$ cat config.mk
export PLATFORM = sky130hd
export DESIGN_NAME = lc3_mem_access_flat
export DESIGN_NICKNAME = d
export VERILOG_FILES = /design/src/rtl/lc3_mem_access_pkg.sv /design/src/rtl/lc3_mem_access_if.sv /design/src/rtl/lc3_mem_access_watchdog.sv /design/src/rtl/lc3_mem_access.sv /design/src/flat_wrapper.sv
export SDC_FILE = /design/constraint.sdc
export NUM_CORES = 1
export LEC_CHECK = 0
export CAP_MARGIN = 20
export CELL_PAD_IN_SITES_DETAIL_PLACEMENT = 1
export CELL_PAD_IN_SITES_GLOBAL_PLACEMENT = 2
export CORE_MARGIN = 1
export CORE_UTILIZATION = 23
export CTS_BUF_LIST = sky130_fd_sc_hd__clkbuf_4
export CTS_CLUSTER_SIZE = 30
export DETAILED_ROUTE_END_ITERATION = 8
export GPL_TIMING_DRIVEN = 1
export PLACE_DENSITY = 0.9
export SYNTH_ARGS = -nofsm -noshare
export SYNTH_HDL_FRONTEND = slang
export SYNTH_SLANG_ARGS = --single-unit
export TNS_END_PERCENT = 30
$ cat constraint.sdc
create_clock -name clk -period 1.53 [get_ports clk]
set_input_delay 0.306 -clock clk [delete_from_list [all_inputs] [get_ports clk]]
set_output_delay 0.306 -clock clk [all_outputs]
set_load 0.02 [all_outputs]
$ cat src/rtl/lc3_mem_access_pkg.sv
// rtl/lc3_mem_access_pkg.sv - shared types and reset constants for the LC3 memory-access stage
package lc3_mem_pkg;

    localparam int LC3_WORD_W = 16;

    typedef enum logic [2:0] {
        MEM_IDLE   = 3'd0,
        MEM_IND_RD = 3'd1,
        MEM_RD     = 3'd2,
        MEM_WR     = 3'd3,
        MEM_DONE   = 3'd4
    } lc3_mem_state_e;

    localparam logic [LC3_WORD_W-1:0] RST_DATA_ADDR = '0;
    localparam logic [LC3_WORD_W-1:0] RST_DATA_DIN  = '0;
    localparam logic                  RST_DATA_RD   = 1'b1;
    localparam logic [LC3_WORD_W-1:0] RST_MEMOUT    = '0;

    function automatic logic is_phase(input lc3_mem_state_e s);
        return (s == MEM_IND_RD) || (s == MEM_RD) || (s == MEM_WR);
    endfunction

endpackage

$ cat src/rtl/lc3_mem_access_if.sv
// rtl/lc3_mem_access_if.sv - data-memory port between the memory-access stage and its responder
interface lc3_mem_access_if;
    import lc3_mem_pkg::*;

    logic [LC3_WORD_W-1:0] Data_addr;
    logic [LC3_WORD_W-1:0] Data_din;
    logic                  Data_rd;
    logic [LC3_WORD_W-1:0] Data_dout;
    logic                  complete_data;

    modport master (
        output Data_addr, Data_din, Data_rd,
        input  Data_dout, complete_data
    );

    modport slave (
        input  Data_addr, Data_din, Data_rd,
        output Data_dout, complete_data
    );

endinterface

$ cat src/rtl/lc3_mem_access_watchdog.sv
// rtl/lc3_mem_access_watchdog.sv - per-phase wait counter, used only when LC3_MEM_TIMEOUT_EN is defined
module lc3_mem_watchdog #(
    parameter int TIMEOUT_CYCLES = 16
) (
    input  logic clk,
    input  logic reset,
    input  logic phase_active,
    input  logic complete,
    output logic timeout
);

    localparam int CNT_W = $clog2(TIMEOUT_CYCLES + 1);
    localparam logic [CNT_W-1:0] LAST_WAIT = CNT_W'(TIMEOUT_CYCLES - 1);

    logic [CNT_W-1:0] wait_cnt;

    // A completing phase hands over to the next phase, so the count restarts there.
    always_ff @(posedge clk or negedge reset) begin
        if (!reset) begin
            wait_cnt <= '0;
        end else if (!phase_active || complete) begin
            wait_cnt <= '0;
        end else if (!timeout) begin
            wait_cnt <= wait_cnt + CNT_W'(1);
        end
    end

    assign timeout = phase_active && !complete && (wait_cnt == LAST_WAIT);

endmodule

$ cat src/rtl/lc3_mem_access.sv
// rtl/lc3_mem_access.sv - LC3 memory-access stage FSM; LC3_MEM_TIMEOUT_EN adds a per-phase abort
module lc3_mem_access
    import lc3_mem_pkg::*;
#(
    parameter int TIMEOUT_CYCLES = 16
) (
    input  logic                  clk,
    input  logic                  reset,
    input  logic                  mem_start,
    input  logic                  mem_store,
    input  logic                  Mem_Control,
    input  logic [LC3_WORD_W-1:0] M_addr,
    input  logic [LC3_WORD_W-1:0] M_data,
    lc3_mem_access_if.master      mem,
    output logic [LC3_WORD_W-1:0] memout,
    output logic                  mem_done,
    output logic                  mem_busy,
    output logic                  mem_error
);

    lc3_mem_state_e state_q, state_d;

    logic [LC3_WORD_W-1:0] addr_q, addr_d;
    logic [LC3_WORD_W-1:0] din_q, din_d;
    logic [LC3_WORD_W-1:0] memout_q, memout_d;
    logic                  rd_q, rd_d;
    logic                  done_q, done_d;
    logic                  busy_q, busy_d;
    logic                  store_q, store_d;
    logic                  error_q, error_d;
    logic                  timeout;

`ifdef LC3_MEM_TIMEOUT_EN
    lc3_mem_watchdog #(
        .TIMEOUT_CYCLES(TIMEOUT_CYCLES)
    ) u_watchdog (
        .clk          (clk),
        .reset        (reset),
        .phase_active (busy_q),
        .complete     (mem.complete_data),
        .timeout      (timeout)
    );
`else
    logic unused_timeout_cfg;
    assign unused_timeout_cfg = (TIMEOUT_CYCLES != 0);
    assign timeout            = 1'b0;
`endif

    always_ff @(posedge clk or negedge reset) begin
        if (!reset) begin
            state_q  <= MEM_IDLE;
            addr_q   <= RST_DATA_ADDR;
            din_q    <= RST_DATA_DIN;
            rd_q     <= RST_DATA_RD;
            memout_q <= RST_MEMOUT;
            done_q   <= 1'b0;
            busy_q   <= 1'b0;
            store_q  <= 1'b0;
            error_q  <= 1'b0;
        end else begin
            state_q  <= state_d;
            addr_q   <= addr_d;
            din_q    <= din_d;
            rd_q     <= rd_d;
            memout_q <= memout_d;
            done_q   <= done_d;
            busy_q   <= busy_d;
            store_q  <= store_d;
            error_q  <= error_d;
        end
    end

    always_comb begin
        state_d = state_q;
        unique case (state_q)
            MEM_IDLE: begin
                if (mem_start) begin
                    if (Mem_Control)    state_d = MEM_IND_RD;
                    else if (mem_store) state_d = MEM_WR;
                    else                state_d = MEM_RD;
                end
            end
            MEM_IND_RD: begin
                if (timeout)                state_d = MEM_IDLE;
                else if (mem.complete_data) state_d = store_q ? MEM_WR : MEM_RD;
            end
            MEM_RD, MEM_WR: begin
                if (timeout)                state_d = MEM_IDLE;
                else if (mem.complete_data) state_d = MEM_DONE;
            end
            MEM_DONE: state_d = MEM_IDLE;
            default:  state_d = MEM_IDLE;
        endcase
    end

    // Outputs are computed from the upcoming state so that every port comes straight off a flop.
    always_comb begin
        addr_d   = addr_q;
        din_d    = din_q;
        memout_d = memout_q;
        store_d  = store_q;
        error_d  = error_q | timeout;

        if (state_q == MEM_IDLE && mem_start) begin
            addr_d  = M_addr;
            din_d   = M_data;
            store_d = mem_store;
        end
        if (state_q == MEM_IND_RD && mem.complete_data && !timeout) begin
            addr_d = mem.Data_dout;
        end
        if (state_q == MEM_RD && mem.complete_data && !timeout) begin
            memout_d = mem.Data_dout;
        end

        rd_d   = (state_d != MEM_WR);
        busy_d = is_phase(state_d);
        done_d = (state_d == MEM_DONE);
    end

    assign mem.Data_addr = addr_q;
    assign mem.Data_din  = din_q;
    assign mem.Data_rd   = rd_q;
    assign memout        = memout_q;
    assign mem_done      = done_q;
    assign mem_busy      = busy_q;
    assign mem_error     = error_q;

endmodule

$ cat src/flat_wrapper.sv
// flat-port wrapper written by rule: the top's interface ports become plain ports
module lc3_mem_access_flat import lc3_mem_pkg::*;
#(
    parameter int TIMEOUT_CYCLES = 16
)
  (clk, reset, mem_start, mem_store, Mem_Control, M_addr, M_data, memout, mem_done, mem_busy, mem_error, mem_Data_addr, mem_Data_din, mem_Data_rd, mem_Data_dout, mem_complete_data);
  lc3_mem_access_if mem_i ();
  input  logic clk;
  input  logic reset;
  input  logic mem_start;
  input  logic mem_store;
  input  logic Mem_Control;
  input  logic [LC3_WORD_W-1:0] M_addr;
  input  logic [LC3_WORD_W-1:0] M_data;
  output logic [LC3_WORD_W-1:0] memout;
  output logic mem_done;
  output logic mem_busy;
  output logic mem_error;
  output wire logic [$bits(mem_i.Data_addr)-1:0] mem_Data_addr;
  output wire logic [$bits(mem_i.Data_din)-1:0] mem_Data_din;
  output wire logic [$bits(mem_i.Data_rd)-1:0] mem_Data_rd;
  input wire logic [$bits(mem_i.Data_dout)-1:0] mem_Data_dout;
  input wire logic [$bits(mem_i.complete_data)-1:0] mem_complete_data;
  assign mem_Data_addr = mem_i.Data_addr;
  assign mem_Data_din = mem_i.Data_din;
  assign mem_Data_rd = mem_i.Data_rd;
  assign mem_i.Data_dout = mem_Data_dout;
  assign mem_i.complete_data = mem_complete_data;
  lc3_mem_access #(.TIMEOUT_CYCLES(TIMEOUT_CYCLES)) u_core (.clk(clk), .reset(reset), .mem_start(mem_start), .mem_store(mem_store), .Mem_Control(Mem_Control), .M_addr(M_addr), .M_data(M_data), .mem(mem_i), .memout(memout), .mem_done(mem_done), .mem_busy(mem_busy), .mem_error(mem_error));
endmodule
==> out/results.md, run 1 <==
* finished, violations left — status
* setup timing — failing checks
* 5 — number of buffers created by CTS
* 102 um — die span in y
* 1 — CP bufs+invs
* 100% — share of synthesized flip-flops with an asynchronous set or reset
* -7 ps — slack of the worst reg-to-reg path
* 540 ps — crit-path max cell delay
* 19 — maximum fanout along the worst path
* 4.45% — global routing met3 resource utilization
* 207 — synthesized instance count
* 0 — global route total overflow
* 0 — max-slew violation count
* 455 — final non-filler cell total
* 0 — post-CTS repair timing setup buffer count
* in -> async — worst min-delay path category
* 651 MHz — Achievable Freq
* 0 — count of yosys warnings during synthesis
* 1790 ps — worst endpoint data arrival time
* -6.86 ps — Fin Setup TNS
* reg -> reg — class of the most critical setup path
* 0.692 mV — Peak VDD IR
* 14.8 um — final routed wire length divided by cell count
* 4 — number of iterations in the first detailed-routing pass
* 5040 um — post-detailed-placement half-perimeter wirelength
* 1860 nW/um2 — P per Cell Area
* 10400 um2 — Die ar.
* or4b_4 — Slowest-stage cell, CP
* 100% — final worst-path cycle share
* 21.4% — layout cell share with drive strength beyond 1
* 11.1 um2 — Mapped Avg Cell Area
* 10800 um — wire length of the first global-routing pass
* 30 — number of distinct library cell variants in the gate-level netlist after synthesis
* 170 ps — clock slew seen by the registers of the worst setup and hold paths
* 1117 — fill cell count
* 6740 um — final routed wirelength across all metal layers
* -6.86 ps — PnR worst setup slack
* 28 — 1st-iter DRT viols
* 2300 um2 — mapped cell area
* 2 — Bufs on Longest Clock Path
* simple AND/OR/NAND/NOR gates — cell type group with the largest total delay on the critical path
* 2 — total number of H-tree levels
* 0 — Max Cap Viol
* 0.779 — final weighted congestion in routability-driven placement
* clkbuf_4 — Clock Tree Root
* register — Worst Setup End Kind
* 102 um — width of the die
* yes — RSZ-0062 raised after global routing
* 60.0% — sequential share of the synthesized area
* 3580 um2 — Area after DPL
* or4b_4 > buf_12 > o22ai_1 > a21oi_1 — critical-path cell list
* 446 — number of placed cells counting well taps
* 1 — total of endpoints with negative setup slack in the final report
* 18.7 ps — Layout Skew
* 36 — Std-Cell Rows
* 0 — drc violations
* 0 — # diodes
* 9730 um2 — area of the placeable core
* 0 — final hold violations
* 4 — path depth of the worst reg2reg path
* 55 — Sinks on Clock Net
* 375 — final-stage net count
* 4.19 — Vias per Instance
* 370 ps — clock insertion delay at the later pin of the skew report
* met2 — global routing's busiest layer
* 0 — antenna violations before repair
* 104 — port bufs
* register — CP startpoint kind
* 23.5% — routing usage on met2
* 59.7% — layout-stage area growth over the synthesis result
* 0 — number of flops mapped to enable cells by yosys
* 261 — number of nets produced by synthesis
* 1540 ps — final period demand of the worst path
* 23.6% — starting density of the core
* 1790 ps — critical path data required time
* 0 — antenna-violating nets left
* u_core.mem.Data_addr[1]$_DFFE_PN0P_ — Reg-to-Reg End
* 2101 — vias in the first global route
* 55 — register bit count reported by yosys
* 13.4% — GRT Overall Usage
* -331 ps — placement-stage worst setup slack
* dfrtp_1 — most frequently used flop master after synthesis
* 3670 um2 — post-route standard cell area excluding fillers
* yes — clock tree from TritonCTS
* 1906 — via count of the routed design
* 23 — largest net degree at the start of global routing
* 106 — I/O Pins
* 1.72 nW — leakage dissipation
* u_core.state_q[1]$_DFF_PN0_ — reg2reg start
* 16.2% — met1 usage
[routing by layer]
layer	up-vias	wire (um)
met2	77	3250
met1	921	2910
met5	-	0
met3	0	577
li1	908	-
met4	0	0
[state kept, by name (all words and copies together) (netlist names)]
signal,count
u_core.mem.Data_din,16
u_core.store_q,1
u_core.mem.Data_rd,1
u_core.memout,16
u_core.mem_busy,1
u_core.state_q,3
u_core.mem.Data_addr,16
u_core.mem_done,1
[through the flow]
stage	power [mW]	utilization, %	hold WS (ps)
2_1_floorplan	4.73	-	10.4
5_1_grt	7.34	37.7	360
3_3_place_gp	6.54	36.8	237
6_report	6.84	37.7	349
4_1_cts	6.88	36.9	342
3_5_place_dp	6.68	36.8	238
[power breakdown]
| group | leakage [nW] | switching, mW | internal, mW | total [mW] |
|---|---|---|---|---|
| clock | 0.0263 | 0.465 | 0.170 | 0.635 |
| sequential | 0.651 | 0.355 | 2.16 | 2.51 |
| combinational | 1.04 | 2.10 | 1.59 | 3.69 |
[worst max path at each step]
stage,startpoint,to,slack (ps),cells after the start
3_3_place_gp,mem_start,u_core.mem.Data_addr[10]$_DFFE_PN0P_,-270,5
6_report,u_core.state_q[1]$_DFF_PN0_,u_core.mem.Data_addr[1]$_DFFE_PN0P_,-7,4
4_1_cts,u_core.state_q[1]$_DFF_PN0_,u_core.mem.Data_addr[9]$_DFFE_PN0P_,-20,4
3_5_place_dp,mem_start,u_core.mem.Data_addr[8]$_DFFE_PN0P_,-330,5
5_1_grt,u_core.state_q[1]$_DFF_PN0_,u_core.mem.Data_addr[1]$_DFFE_PN0P_,-50,4
2_1_floorplan,u_core.state_q[2]$_DFF_PN0_,u_core.mem.Data_addr[10]$_DFFE_PN0P_,-140,7
[repair_timing]
action | CTS | global route
hold buffers | 1 | 0
gates resized for setup | 55 | 13
setup endpoints to repair | 66 | 22
pin swaps | 0 | 1
hold endpoints to repair | 12 | 0
[cell usage after synthesis, types with 2 or more instances]
master    number  area share, %
clkbuf_1       6           0.98
a21oi_1        6            1.3
dfrtp_1       54             59
nand2_1       52            8.5
o22ai_1       16            4.4
mux2_2        17            8.3
a21oi_2       10            3.8
inv_1         18            2.9
and3b_1        2           0.76
buf_6          3            1.5
buf_2          3           0.65
nand2b_1       2           0.54
[cells by family (layout without fill, tap and decap cells)]
logic type | Yosys count | count (layout) | share of synthesized area (%)
compound gates | 38 | 38 | 11.5
buf+inv | 32 | 147 | 7.03
flops | 55 | 55 | 60.0
mux | 17 | 17 | 8.33
other cells | 1 | 1 | 0.163
simple gates | 64 | 64 | 13.0
[area by class of cell]
cell class	count	area [um2]	area share (%)
flip-flops and latches	55	1380	37.5
repair buffers	121	1150	31.5
multi-input cells	120	851	23.2
well taps	133	166	4.53
inverters	18	67.6	1.84
clock buffers	5	37.5	1.02
clock inverters	3	15.0	0.409
[cells in the final DEF (no fill, tap or decap)]
| master | count |
|---|---|
| dfrtp_1 | 54 |
| nand2_1 | 52 |
| clkdlybuf4s50_1 | 52 |
| dlygate4sd2_1 | 50 |
| inv_1 | 18 |
| mux2_2 | 17 |
| o22ai_2 | 13 |
| buf_4 | 12 |
| a21oi_2 | 10 |
| a21oi_1 | 6 |
| clkbuf_4 | 5 |
| buf_12 | 4 |
| o22ai_1 | 3 |
| nand2b_1 | 2 |
| and3b_1 | 2 |
| and2_4 | 2 |
| clkinv_1 | 2 |
| a211o_1 | 1 |
| nor4b_4 | 1 |
| o21ai_0 | 1 |
| nor2b_1 | 1 |
| nor4b_1 | 1 |
| a311oi_1 | 1 |
| nor2_1 | 1 |
| a211oi_1 | 1 |
| o2bb2ai_1 | 1 |
| o211ai_1 | 1 |
| or4b_4 | 1 |
| nand4bb_1 | 1 |
| conb_1 | 1 |
| clkinvlp_4 | 1 |
| dlygate4sd3_1 | 1 |
| buf_2 | 1 |
| clkdlybuf4s15_2 | 1 |
| dfstp_2 | 1 |
No activity file was read; power rests on OpenSTA's default activity.
==> inputs of run 2 (changes only) <==
Settings changed: PLACE_DENSITY 0.9 to default, PLACE_DENSITY_LB_ADDON from default to 0.1.
==> out/results.md, run 2 (synthesis gave the netlist of run 1 again) <==
* 60.9% — layout-stage area growth over the synthesis result, was 59.7%
* 2 — Bufs on Longest Clock Path, unchanged
* 1.74 nW — leakage dissipation, was 1.72 nW
* 160 ps — clock slew seen by the registers of the worst setup and hold paths, was 170 ps
* 0.496 mV — Peak VDD IR, was 0.692 mV
* 570 ps — crit-path max cell delay, was 540 ps
* 0 — antenna-violating nets left, unchanged
* 0 — # diodes, unchanged
* register — Worst Setup End Kind, unchanged
* reg -> reg — class of the most critical setup path, unchanged
* 2010 — vias in the first global route, was 2101
* 14.4 um — final routed wire length divided by cell count, was 14.8 um
* 38.0% — fraction of the core area covered by cells at the end of the flow, was 37.7%
* 380 ps — clock insertion delay at the later pin of the skew report, was 370 ps
* 53 x dfrtp_1, 52 x nand2_1, 52 x clkdlybuf4s50_1 — leading cell types in the layout, fill and taps excluded, was 54 x dfrtp_1, 52 x nand2_1, 52 x clkdlybuf4s50_1
* 0 — Max Cap Viol, unchanged
* 36 — Std-Cell Rows, unchanged
* finished clean — status, was finished, violations left
* 0 — antenna violations before repair, unchanged
* 1927 — via count of the routed design, was 1906
* 10400 um2 — Die ar., unchanged
* 657 MHz — Achievable Freq, was 651 MHz
* 2 — total number of H-tree levels, unchanged
* 1520 ps — final period demand of the worst path, was 1540 ps
* 0 — max-slew violation count, unchanged
* 5.24 ps — Layout Skew, was 18.7 ps
* 10400 um — wire length of the first global-routing pass, was 10800 um
* 1890 nW/um2 — P per Cell Area, was 1860 nW/um2
* 4.22 — Vias per Instance, was 4.19
* 21.3% — layout cell share with drive strength beyond 1, was 21.4%
* 0 — global route total overflow, unchanged
* 4 — number of iterations in the first detailed-routing pass, unchanged
* 1800 ps — worst endpoint data arrival time, was 1790 ps
* 6600 um — final routed wirelength across all metal layers, was 6740 um
* 5 — number of buffers created by CTS, unchanged
* 104 — port bufs, unchanged
* dfrtp_1 — most common cell after layout, fill and taps aside, unchanged
* 23.6% — starting density of the core, unchanged
* 99.5% — final worst-path cycle share, was 100%
* 106 — I/O Pins, unchanged
* 102 um — die span in y, unchanged
* or4b_4 > buf_12 > o22ai_2 > a21oi_2 — critical-path cell list, was or4b_4 > buf_12 > o22ai_1 > a21oi_1
* 55 — Sinks on Clock Net, unchanged
* 13.0% — GRT Overall Usage, was 13.4%
* 102 um — width of the die, unchanged
* 15 — maximum fanout along the worst path, was 19
* 0 — total of endpoints with negative setup slack in the final report, was 1
* 9730 um2 — area of the placeable core, unchanged
* or4b_4 — Slowest-stage cell, CP, unchanged
* 377 — final-stage net count, was 375
* in -> async — worst min-delay path category, unchanged
* clkbuf_4 — Clock Tree Root, unchanged
* 0 — drc violations, unchanged
* 29 — 1st-iter DRT viols, was 28
* 1380 um2 — total area of sequential cells, about the same
* simple AND/OR/NAND/NOR gates — cell type group with the largest total delay on the critical path, unchanged
* 1135 — fill cell count, was 1117
* 24 — largest net degree at the start of global routing, was 23
* 830 um2 — Multi-input gate area, was 851 um2
* register — CP startpoint kind, unchanged
* 0 — final hold violations, unchanged
* yes — RSZ-0062 raised after global routing, unchanged
* 4970 um — post-detailed-placement half-perimeter wirelength, was 5040 um
* yes — clock tree from TritonCTS, unchanged
* 1800 ps — critical path data required time, was 1790 ps
* 0.723 — final weighted congestion in routability-driven placement, was 0.779
* 1 — CP bufs+invs, unchanged
* 382 ps — hold slack final, was 349 ps
run 2: worst paths after layout:
| kind | from | slack [ps] | endpoint | cells past startpoint |
|---|---|---|---|---|
| setup / recovery | u_core.state_q[2]$_DFF_PN0_ | 8 | u_core.mem.Data_addr[9]$_DFFE_PN0P_ | 4 |
| hold / removal | reset | 380 | u_core.mem.Data_din[15]$_DFFE_PN0P_ | 2 |
| setup reg to reg | u_core.state_q[2]$_DFF_PN0_ | 8 | u_core.mem.Data_addr[9]$_DFFE_PN0P_ | 4 |
| hold reg to reg | u_core.mem.Data_din[3]$_DFFE_PN0P_ | 500 | u_core.mem.Data_din[3]$_DFFE_PN0P_ | 2 |
| max in group asynchronous | reset | 670 | u_core.state_q[2]$_DFF_PN0_ | 3 |
| min in group clk | M_data[1] | 430 | u_core.mem.Data_din[1]$_DFFE_PN0P_ | 3 |
run 2: cell type report:
| type | instances | area share, % |
|---|---|---|
| clock inverter | 3 | 1.15 |
| multi-input combinational | 120 | 22.4 |
| timing repair buffer | 123 | 31.8 |
| inverter | 18 | 1.83 |
| tap | 133 | 4.50 |
| sequential | 55 | 37.3 |
| clock buffer | 5 | 1.02 |
run 2: routing by layer:
metal  vias to the layer above  routed length (um)  track usage, %
li1                        916                   -               -
met4                         0                  57            3.96
met1                       937                3050            17.1
met5                         -                   0               0
met2                        69                3010            21.2
met3                         5                 484            3.42
run 2: what timing repair did:
| action | CTS | global route |
|---|---|---|
| resized for setup | 63 | 2 |
| setup endpoints to repair | 79 | 37 |
| hold buffers | 1 | 0 |
| endpoints found under the hold margin | 13 | 0 |
| setup buffers | 0 | 1 |
| pin swaps | 0 | 0 |
run 2: where the power goes:
part / total [mW] / internal, mW / switching [mW]
combinational: 3.66 / 1.60 / 2.05
sequential: 2.51 / 2.16 / 0.347
clock: 0.828 / 0.346 / 0.482
run 2: per-stage QoR:
step                      cells  TNS, ps  power [mW]  worst slack, ps  area [um2]
after global routing        457     -464        7.52            -62.4        3700
after global placement      447   -12980        6.63             -298        3590
after CTS                   456     -347        7.11            -35.1        3680
after detailed placement    447   -13930        6.67             -334        3590
final                       457        0        6.99             8.11        3700
after floorplan             207    -1840        4.73             -137        2310
==> inputs of run 3 (changes only) <==
Settings changed: HOLD_SLACK_MARGIN from default to 0.03.
==> results of run 3 <==
The final DEF is identical to that of run 2; final timing and power are the same.
